File: src/rtl/ioblock_cfg_pkg.sv
// Shared types and constants for the IO-block configuration controller:
// TSMUX encodings, per-IOB entry layout, FSM states and reset values.
package ioblock_cfg_pkg;

    localparam logic [1:0] TS_OFF   = 2'b00;
    localparam logic [1:0] TS_CTRL  = 2'b01;
    localparam logic [1:0] TS_DRIVE = 2'b10;  // 2'b11 also drives

    typedef struct packed {
        logic [1:0] tsmux;
        logic       dorreg;
    } iob_cfg_t;

    typedef enum logic {
        ST_IDLE,
        ST_QUIESCE
    } state_e;

    localparam iob_cfg_t IOB_CFG_RST = '{tsmux: TS_OFF, dorreg: 1'b0};

    function automatic int addr_w(input int n);
        return (n > 1) ? $clog2(n) : 1;
    endfunction

endpackage

File: src/rtl/ioblock_cfg_bank.sv
// Shadow register file: one range-checked write port with error pulse,
// one registered read port, and the whole bank exposed flat for commit.
module ioblock_cfg_bank
    import ioblock_cfg_pkg::*;
#(
    parameter int NUM_IOB = 40,
    parameter int ADDR_W  = addr_w(NUM_IOB)
) (
    input  logic                 clk_i,
    input  logic                 rst_i,
    input  logic                 wr_en_i,
    input  logic [ADDR_W-1:0]    wr_addr_i,
    input  iob_cfg_t             wr_data_i,
    output logic                 wr_err_o,
    input  logic [ADDR_W-1:0]    rd_addr_i,
    output iob_cfg_t             rd_data_o,
    output logic [2*NUM_IOB-1:0] ts_flat_o,
    output logic [NUM_IOB-1:0]   dr_flat_o
);

    localparam logic [ADDR_W:0] LIMIT = (ADDR_W + 1)'(NUM_IOB);

    iob_cfg_t bank_q [NUM_IOB];
    iob_cfg_t rd_q;
    logic     err_q;
    logic     wr_in_range;
    logic     rd_in_range;

    assign wr_in_range = ({1'b0, wr_addr_i} < LIMIT);
    assign rd_in_range = ({1'b0, rd_addr_i} < LIMIT);

    always_ff @(posedge clk_i) begin
        if (rst_i) begin
            // NOTE: the bank is plain flops and must read back defined values right after reset, so every entry is reset.
            for (int i = 0; i < NUM_IOB; i++) begin
                bank_q[i] <= IOB_CFG_RST;
            end
            rd_q  <= '0;
            err_q <= 1'b0;
        end else begin
            if (wr_en_i && wr_in_range) begin
                bank_q[wr_addr_i] <= wr_data_i;
            end
            err_q <= wr_en_i && !wr_in_range;
            rd_q  <= rd_in_range ? bank_q[rd_addr_i] : '0;
        end
    end

    for (genvar g = 0; g < NUM_IOB; g++) begin : g_flat
        assign ts_flat_o[2*g +: 2] = bank_q[g].tsmux;
        assign dr_flat_o[g]        = bank_q[g].dorreg;
    end

    assign wr_err_o  = err_q;
    assign rd_data_o = rd_q;

endmodule

File: src/rtl/ioblock_cfg_ctrl.sv
// IO-block configuration controller: shadow bank plus a commit FSM that
// holds every pin high-Z for SAFE_CYCLES, then loads all settings on one edge.
module ioblock_cfg_ctrl
    import ioblock_cfg_pkg::*;
#(
    parameter  int NUM_IOB     = 40,
    parameter  int SAFE_CYCLES = 2,
    localparam int ADDR_W      = addr_w(NUM_IOB)
) (
    input  logic                 IOCLK,
    input  logic                 RST,
    input  logic                 WR_VALID,
    output logic                 WR_READY,
    input  logic [ADDR_W-1:0]    WR_ADDR,
    input  logic [1:0]           WR_TSMUX,
    input  logic                 WR_DORREG,
    output logic                 WR_ERR,
    input  logic                 COMMIT,
    output logic                 BUSY,
    output logic                 DONE,
    input  logic [ADDR_W-1:0]    RD_ADDR,
    output logic [1:0]           RD_TSMUX,
    output logic                 RD_DORREG,
    output logic [2*NUM_IOB-1:0] TSMUX_BUS,
    output logic [NUM_IOB-1:0]   DORREG_BUS
);

    localparam logic [7:0] SAFE_CNT = 8'(SAFE_CYCLES);

    state_e                 state_q, state_d;
    logic [7:0]             cnt_q, cnt_d;
    logic                   pend_q, pend_d;
    logic                   done_q, done_d;
    logic                   wr_ready_q;
    logic [2*NUM_IOB-1:0]   ts_bus_q, ts_bus_d;
    logic [NUM_IOB-1:0]     dr_bus_q, dr_bus_d;
    logic [2*NUM_IOB-1:0]   sh_ts;
    logic [NUM_IOB-1:0]     sh_dr;
    logic                   wr_fire;
    iob_cfg_t               wr_data;
    iob_cfg_t               rd_data;

    assign wr_fire = WR_VALID && wr_ready_q;
    assign wr_data = '{tsmux: WR_TSMUX, dorreg: WR_DORREG};

    ioblock_cfg_bank #(
        .NUM_IOB (NUM_IOB),
        .ADDR_W  (ADDR_W)
    ) u_bank (
        .clk_i     (IOCLK),
        .rst_i     (RST),
        .wr_en_i   (wr_fire),
        .wr_addr_i (WR_ADDR),
        .wr_data_i (wr_data),
        .wr_err_o  (WR_ERR),
        .rd_addr_i (RD_ADDR),
        .rd_data_o (rd_data),
        .ts_flat_o (sh_ts),
        .dr_flat_o (sh_dr)
    );

    always_comb begin
        // NOTE: every next-state signal gets its hold value first so no path can infer a latch.
        state_d  = state_q;
        cnt_d    = cnt_q;
        pend_d   = pend_q;
        done_d   = 1'b0;
        ts_bus_d = ts_bus_q;
        dr_bus_d = dr_bus_q;
        unique case (state_q)
            ST_IDLE: begin
                if (COMMIT || pend_q) begin
                    state_d  = ST_QUIESCE;
                    cnt_d    = SAFE_CNT;
                    pend_d   = 1'b0;
                    ts_bus_d = '0;
                end
            end
            ST_QUIESCE: begin
                if (COMMIT) begin
                    pend_d = 1'b1;
                end
                // All pins were already high-Z; the new settings land together here.
                if (cnt_q == 8'd1) begin
                    state_d  = ST_IDLE;
                    done_d   = 1'b1;
                    ts_bus_d = sh_ts;
                    dr_bus_d = sh_dr;
                end else begin
                    cnt_d = cnt_q - 8'd1;
                end
            end
            default: state_d = ST_IDLE;
        endcase
    end

    always_ff @(posedge IOCLK) begin
        if (RST) begin
            state_q    <= ST_IDLE;
            cnt_q      <= '0;
            pend_q     <= 1'b0;
            done_q     <= 1'b0;
            wr_ready_q <= 1'b0;
            ts_bus_q   <= '0;
            dr_bus_q   <= '0;
        end else begin
            state_q    <= state_d;
            cnt_q      <= cnt_d;
            pend_q     <= pend_d;
            done_q     <= done_d;
            wr_ready_q <= (state_d == ST_IDLE);
            ts_bus_q   <= ts_bus_d;
            dr_bus_q   <= dr_bus_d;
        end
    end

    assign WR_READY   = wr_ready_q;
    assign BUSY       = (state_q == ST_QUIESCE);
    assign DONE       = done_q;
    assign TSMUX_BUS  = ts_bus_q;
    assign DORREG_BUS = dr_bus_q;
    assign RD_TSMUX   = rd_data.tsmux;
    assign RD_DORREG  = rd_data.dorreg;

endmodule

File: config.mk
export PLATFORM = sky130hd
export DESIGN_NAME = ioblock_cfg_ctrl
export DESIGN_NICKNAME = d
export VERILOG_FILES = /design/src/rtl/ioblock_cfg_pkg.sv /design/src/rtl/ioblock_cfg_bank.sv /design/src/rtl/ioblock_cfg_ctrl.sv
export SDC_FILE = /design/constraint.sdc
export NUM_CORES = 1
export LEC_CHECK = 0
export CAP_MARGIN = 30
export CORE_MARGIN = 4
export CORE_UTILIZATION = 54
export DETAILED_ROUTE_END_ITERATION = 8
export PLACE_DENSITY = 0.89
export SLEW_MARGIN = 20
export SYNTH_ARGS = -nofsm -noshare
export SYNTH_HDL_FRONTEND = slang
export SYNTH_HIERARCHICAL = 1
export SYNTH_SLANG_ARGS = --single-unit
File: constraint.sdc
create_clock -name IOCLK -period 3.04 [get_ports IOCLK]
set_input_delay 0.608 -clock IOCLK [delete_from_list [all_inputs] [get_ports IOCLK]]
set_output_delay 0.608 -clock IOCLK [all_outputs]
set_load 0.005 [all_outputs]
# Yosys cells after proc, flatten, opt, wreduce, memory -nomap -nowiden
# Memory sizes are Yosys's and may differ from the RTL's. A register that Yosys moved wholly into a read port is not among the register bits.
# Cells that the tools add are included.
# totals
register_bits	133
mem_bits_rw	120
in_bits	19
wordCells	53
mem_count	1
# classes
add_sub_neg	1
order_cmp	2
n_eq_ne	5
mux	21
bitwise_logic	3
n_reduce_logical	12
# memory_table
memory	depth	word_bits	rd	rd_clocked_by_memory_dff	write_ports	line_no	rtl
u_bank.bank_q	40	3	41	1	40	ioblock_cfg_bank.sv:23	iob_cfg_t bank_q [NUM_IOB];
# op_table
operator	count
80-bit 2-to-1 mux	2
80-bit case mux with 2 select lines	1
8-bit 2-to-1 mux	2
8-bit case mux with 2 select lines	1
6-bit < comparator (second input constant)	2
1-bit 2-to-1 mux	11
8-bit by 1-bit == test with 1-bit output (second input constant)	1
2-bit AND reduction	4
8-bit by 1-bit subtractor with 8-bit output (second input constant)	1
6-bit 2-to-1 mux	1
2-bit != test (second input constant)	3
1-bit case mux with 2 select lines	2
2-bit OR reduction	2
1-bit logical AND	3
3-bit 2-to-1 mux	1
1-bit NOT	3
3-bit OR reduction	1
2-bit by 1-bit != test with 1-bit output (second input constant)	1
1-bit zero test	1
1-bit logical OR	1

# Depth between registers and ports, before layout
# Gate-level depths: netlist of run 1.
# logic_depth
word_depth	7
depth_mapped	9
depth_no_buf	6

# Cells and area by module
# The synthesis of run 1 kept the hierarchy.
# modules_own_cells
module	instances	cells_each	area_per_inst_um2	seq_area_each_um2
ioblock_cfg_bank	1	485	6775.2	4164.0
ioblock_cfg_ctrl	1	417	4371.7	2642.5

# Least setup slack after synthesis of run 1
# No wires, ideal clock.
# synth_path
path_kind	input -> register
from	in WR_VALID
to	mem u_bank/bank_q[17][0] (netlist name), enable pin
setup_time_ns	0.300
t_arrival_ns	2.018
setup_slack_ns	0.722
cell_stages	6
path_buffers	1
cell_sequence	and2_1 nor2b_1 nand3_1 nor3_1 clkbuf_1 a21o_1
# synth_lines
element	line_no	rtl
start: declaration	ioblock_cfg_ctrl.sv:12	input logic WR_VALID,
end: declaration	ioblock_cfg_bank.sv:23	

==> metrics.txt, run 1 <==
mapped cell area=11,100 sq um; clk sinks=272; via count=7,923; DR iter-0 viols=782; Fmax achieved=0.398 GHz; Largest stage delay, worst path=0.45 ns; Max clock buf depth=3; Seq pwr share=52.5%; Static Leak=5.15 nW; fin crit share=82.6%; Int Power=5.98 mW; sequential area share after synthesis=61.1%; WP data required=3.26 ns; post-synthesis mux area share=7.77%; Die W=152 microns; initial antenna violation count=0; Setup WS pre-CTS=0.127 ns; Worst Path Buf+Inv=2; CTS Buf Count=27; crit path cell chain=clkdlybuf4s50_1, and2_1, nor2b_1, nand3_1, nor3_1, buf_4, a21o_1; critical path depth in cells=7; Final Hold Fails=0; dpl hpwl=19,300 microns; ant diodes=0; global-route usage over all layers=24.8%; Final WS setup=0.528 ns; Worst path slowest cell=clkdlybuf4s50_1; DR WL/cell=21.3 microns; setup TNS=0 ns; post-synthesis simple-gate area fraction=15.8%; Ys Warns=6; Post-synth EDFFs=136; Port Buffers=145; Setup violations, final=0; clock-pin slew on the worst setup and hold paths=0.06 ns; worst slew pin tran=0.912 ns; xor/xnor cell area share of the yosys netlist=0%; CP startpoint=WR_VALID; grt total ovfl=0; placed standard-cell area=12,900 sq um; largest family of logic cells by synthesized area=simple AND/OR/NAND/NOR gates; Resized Gates After CTS=0; TritonCTS clock tree=done; Final Wtd Congestion=0.897; CP arrival=2.74 ns; R2R setup slack=0.74 ns; clock share of power=40.3%; Site Rows=52; most frequent cells in the layout=clkdlybuf4s50_1 (142), dfxtp_1 (136), edfxtp_1 (136); Compound-Gate Fraction of Synth Area=11.6%; Die Y-Extent=152 microns; largest net degree at the start of global routing=85; Post-Route WL=28,500 microns; RSZ-0062 raised after global routing=no; flops & latches, synth=272; crit path launch type=input pin; vias in the first global route=7,759; die area=23,000 sq um; max cap viols=0; I/O pin count=146; area growth from synthesis to layout=22.9%; delay-heaviest family, CP=simple AND/OR/NAND/NOR gates; H-Tree Depth=1; count of pins over their slew limit=0; clk root buf=clkbuf_16; worst r2r src=WR_READY; Slew HR=39.2%; type of the worst min-delay path=input pin to flip-flop; Post-Synth Adder-Cell Area=0.224%; status=finished, final reports clean; DRC errors left=0; share of cells above drive strength 1=10.6%; CORE AREA=20,300 sq um; clock latency at the later pin of the worst-skew pair=0.54 ns; sw frac=22.2%; Routed Antenna Nets=0; fin nets=1,066; routed vias/inst=5.93; commonest non-fill, non-tap cell in the layout=clkdlybuf4s50_1; Logic pwr share=7.2%; async set-reset flop share out of synthesis=0%; synthesized area per cell=12.4 sq um; Peak VDD IR=423 uV; Hold-fix buffers, CTS=0; worst reg-to-reg path cell count=6; power per cell area=562 nW/um^2; Distinct cells, synth=61; First-pass DRT Iterations=7; # Post-CTS Setup Buffers=0; hold slack=0.442 ns; register area=6810 sq um; Initial Utilization=54.9%; critical path peak fanout=16; final clock skew=0.0200 ns; filler cell count=1,445; area of the multi-input gates=4010 sq um; post-route cell area=13,700 sq um; global-route wire length before repair=43,800 microns; worst setup path end=u_bank/bank_q[9][1]; Synth Instances=902; Critical Path End Type=flip-flop; final worst path period need=2.51 ns; crit path kind=input pin to flip-flop; switching power of the nets=1.71 mW; Main synth FF type=edfxtp_1; worst flop-to-flop path endpoint=u_bank/bank_q[9][1]
## cell type report
class	count	area share (%)
Sequential cell	272	49.7
Multi-Input combinational cell	568	29.3
Timing Repair Buffer	169	12.3
Clock buffer	41	5.76
Tap cell	270	2.47
Clock inverter	9	0.347
Inverter	7	0.192
## power by group through the flow
stage | clock, mW | sequential, mW | combinational (mW)
4_1_cts | 3.14 | 4.04 | 0.548
5_1_grt | 3.30 | 4.04 | 0.594
6_report | 3.10 | 4.04 | 0.553
2_1_floorplan | 0 | 4.08 | 0.353
3_3_place_gp | 0 | 4.11 | 0.527
3_5_place_dp | 0 | 4.11 | 0.541
## per-layer routing
layer  routed length [microns]  GRT usage (%)  part of all wire (%)  vias up
li1                          -              -                     -     3564
met1                     11000           32.3                    38     3842
met2                     13900           41.6                    49      445
met3                      2580           4.70                   9.0       72
met4                      1090           9.03                   3.8        0
met5                         0              0                     0        -
## registers in the layout, indices dropped and copies added, names as in the netlist
signal and flops:
u_bank/bank_q 136, TSMUX_BUS 80, u_bank/rd_data_o 3, BUSY 1, u_bank/wr_err_o 1, cnt_q 8, DONE 1, WR_READY 1
pend_q 1, DORREG_BUS 40
## cell families after synthesis
kind of cell | after synthesis
other | 1
DFF | 272
muxes | 49
and+or+nand+nor | 328
AOI/OAI and AO/OA | 173
adders and majority gates | 2
buffers and inverters | 77
## worst min path at each step
stage                         startpoint             end  slack (ns)  cells after the start
after floorplan                 cnt_q[0]        cnt_q[0]        0.45                      2
after global placement    DORREG_BUS[14]  DORREG_BUS[14]        0.44                      2
after detailed placement   DORREG_BUS[1]   DORREG_BUS[1]        0.45                      2
after CTS                            RST  DORREG_BUS[11]        0.41                      2
after global routing                 RST  DORREG_BUS[10]        0.44                      2
final                                RST  DORREG_BUS[11]        0.44                      2
## metrics by stage
stage | total power [mW] | utilization [%] | cells
CTS | 7.72 | 67.5 | 1336
global route | 7.94 | 67.5 | 1336
finish | 7.69 | 67.5 | 1336
floorplan | 4.43 | - | 917
detailed placement | 4.65 | 63.4 | 1286
global placement | 4.63 | 63.4 | 1286
## worst reg2reg max path, delay by kind of cell (launching register included)
kind,cells,cell delay (ns)
compound gates,1,0.21
simple gates,4,1.20
flops,1,0.32
buf+inv,1,0.26
## cells in the mapped netlist (4+ instances only)
cell type / count / share of area (%)
clkbuf_1: 53 / 1.8
edfxtp_1: 136 / 37
o21ai_0: 5 / 0.22
dfxtp_1: 136 / 24
nor3_1: 4 / 0.18
nand2_1: 95 / 3.2
and2_1: 87 / 4.9
mux2i_1: 19 / 1.7
nor2_1: 37 / 1.2
or2_1: 28 / 1.6
nor4_1: 4 / 0.22
mux4_2: 26 / 5.3
or3_1: 5 / 0.28
nor3b_1: 5 / 0.34
a21o_1: 13 / 0.88
inv_1: 7 / 0.24
a22o_1: 80 / 6.3
o21ai_1: 4 / 0.18
and3_1: 36 / 2.0
nand3_1: 4 / 0.18
a21oi_1: 47 / 2.1
buf_6: 10 / 1.0
(Power assumes the default switching activity.)
==> run 2: changes to the inputs <==
==> constraint.sdc (replaced) <==
create_clock -name IOCLK -period 2.6 [get_ports IOCLK]
set_input_delay 0.52 -clock IOCLK [delete_from_list [all_inputs] [get_ports IOCLK]]
set_output_delay 0.52 -clock IOCLK [all_outputs]
set_load 0.005 [all_outputs]
==> run 2 against run 1 <==
Compared with the run above:
- clock skew is 0.0088 ns lower
- die area is the same
- worst hold slack worse by 0.084 ns
- cell count grew 2.3%
- critical path depth unchanged
- core utilization up 1.4 points
- non-clock buffer count grew 31
- clock power up 22%
- combinational power grew 21%
- via count up 1.8%
- largest cell class unchanged
- highest routed layer unchanged
==> metrics.txt, run 2 (synthesized netlist as in run 1, its figures left out) <==
status=finished, final reports clean; # Post-CTS Setup Buffers=0 (unchanged); worst slew pin tran=0.712 ns (-0.200 ns); largest net degree at the start of global routing=82 (-3.5%); share of cells above drive strength 1=13.1% (+2.5 points); grt total ovfl=0 (unchanged); via count=8,068 (+1.8%); H-Tree Depth=1 (unchanged); area growth from synthesis to layout=25.4%; Resized Gates After CTS=0 (unchanged); CP startpoint=cnt_q[1]; clk root buf=clkbuf_16; DR WL/cell=21.7 microns (+1.7%); Worst path slowest cell=nor4bb_1; initial antenna violation count=0 (unchanged); First-pass DRT Iterations=6 (-1); Post-Route WL=29,700 microns (+4.1%); Largest stage delay, worst path=0.51 ns (+0.06 ns); Worst Path Buf+Inv=2 (unchanged); count of pins over their slew limit=0 (unchanged); clock-pin slew on the worst setup and hold paths=0.07 ns (about the same); RSZ-0062 raised after global routing=no; Site Rows=52 (unchanged); die area=23,000 sq um (unchanged); clock latency at the later pin of the worst-skew pair=0.54 ns (about the same); Final Wtd Congestion=0.904 (+0.71%); crit path cell chain=inv_1, ha_1, nor4bb_1, and2_1, buf_4, nand2_1, a21oi_1; Die W=152 microns (unchanged); Largest register FFs=136 (unchanged); Hold Crit Start=RST; most frequent cells in the layout=clkdlybuf4s50_1 (143), dfxtp_1 (136), edfxtp_1 (136); fin crit share=85.5%; Port Buffers=145 (unchanged); global-route usage over all layers=25.4% (+0.62 points); Setup violations, final=0 (unchanged); clk sinks=272 (unchanged); Peak VDD IR=508 uV (+20%); Static Leak=5.33 nW (+3.3%); vias in the first global route=7,929 (+2.2%); Fmax achieved=0.450 GHz; fin nets=1,097 (+2.9%); Slew HR=52.5% (+13 points); DRC errors left=0 (unchanged); Max clock buf depth=3 (unchanged); dpl hpwl=20,000 microns (+3.8%); max cap viols=0 (unchanged); delay-heaviest family, CP=simple AND/OR/NAND/NOR gates; CP arrival=2.68 ns (-0.06 ns); crit path kind=flip-flop to flip-flop; TritonCTS clock tree=done; routed vias/inst=5.90 (-0.48%); final clock skew=0.0111 ns (-0.00884 ns); commonest non-fill, non-tap cell in the layout=clkdlybuf4s50_1; Die Y-Extent=152 microns (unchanged); Reg with most FFs=u_bank/bank_q; Power, Total=9.18 mW (+19%); Final Hold Fails=0 (unchanged); Final Util=68.8% (+1.4 points); final worst path period need=2.22 ns; DR iter-0 viols=929 (+19%); CTS Buf Count=27 (unchanged); ant diodes=0 (unchanged); type of the worst min-delay path=input pin to flip-flop; power per cell area=657 nW/um^2 (+17%); global-route wire length before repair=44,800 microns (+2.4%); CORE AREA=20,300 sq um (unchanged); crit path launch type=flip-flop; critical path peak fanout=21 (+5); worst r2r src=cnt_q[1]; WP data required=3.05 ns (-0.21 ns); I/O pin count=146 (unchanged); Routed Antenna Nets=0 (unchanged); Hold-fix buffers, CTS=0 (unchanged); Initial Utilization=54.9% (unchanged); Critical Path End Type=flip-flop
-- run 2: cell types whose count changed in the layout (fill, tap and decap cells not counted) --
cell and change:
inv_6 +1, buf_12 +1, clkinv_2 -3, clkinv_4 +1
buf_4 +30, inv_4 +3, clkbuf_16 +2, clkbuf_1 -1
clkinvlp_4 +1, buf_2 -1, clkdlybuf4s50_1 +1, clkbuf_2 -1
clkbuf_8 -3
-- run 2: final timing paths --
kind / depth (start not counted) / slack [ns] / to
setup / recovery: 7 / 0.38 / DORREG_BUS[34]
hold / removal: 2 / 0.36 / DORREG_BUS[32]
setup reg to reg: 7 / 0.38 / DORREG_BUS[34]
hold reg to reg: 2 / 0.46 / DORREG_BUS[26]
-- run 2: cell type report --
class	count	area, sq um
Clock buffer	38	790
Clock inverter	12	76.3
Fill cell	1401	6320
Inverter	7	26.3
Multi-Input combinational cell	568	4010
Sequential cell	272	6810
Tap cell	270	338
Timing Repair Buffer	200	1930
-- run 2: through the flow --
| step | hold WS [ns] | setup TNS (ns) | setup WS, ns | cell area, sq um | instances |
|---|---|---|---|---|---|
| floorplan | 0.449 | 0 | 0.370 | 11200 | 917 |
| global placement | 0.443 | 0 | 0.0625 | 13100 | 1317 |
| detailed placement | 0.449 | -0.0741 | -0.0247 | 13100 | 1317 |
| CTS | 0.346 | 0 | 0.387 | 14000 | 1367 |
| global route | 0.384 | 0 | 0.177 | 14000 | 1367 |
| finish | 0.358 | 0 | 0.377 | 14000 | 1367 |
-- run 2: metal layers --
layer | vias to the layer above | track usage [%] | share of wire, %
li1 | 3635 | - | -
met1 | 3894 | 33.6 | 39
met2 | 476 | 43.5 | 50
met3 | 63 | 4.07 | 8.9
met4 | 0 | 7.59 | 2.6
met5 | - | 0 | 0
-- run 2: power by group --
group / total (mW) / internal [mW] / switching (mW) / leakage, nW
Sequential: 4.72 / 4.62 / 0.0940 / 2.49
Combinational: 0.669 / 0.293 / 0.376 / 2.41
Clock: 3.79 / 2.14 / 1.65 / 0.430
==> run 3: changes to the inputs <==
--- a/config.mk
+++ b/config.mk
@@ -9,8 +9,9 @@
 export CORE_MARGIN = 4
 export CORE_UTILIZATION = 54
 export DETAILED_ROUTE_END_ITERATION = 8
+export HOLD_SLACK_MARGIN = 0.03
 export PLACE_DENSITY = 0.89
-export SLEW_MARGIN = 20
+export SLEW_MARGIN = 10
 export SYNTH_ARGS = -nofsm -noshare
 export SYNTH_HDL_FRONTEND = slang
 export SYNTH_HIERARCHICAL = 1
==> results of run 3 <==
Final layout, timing and power as in run 2 (identical DEF).
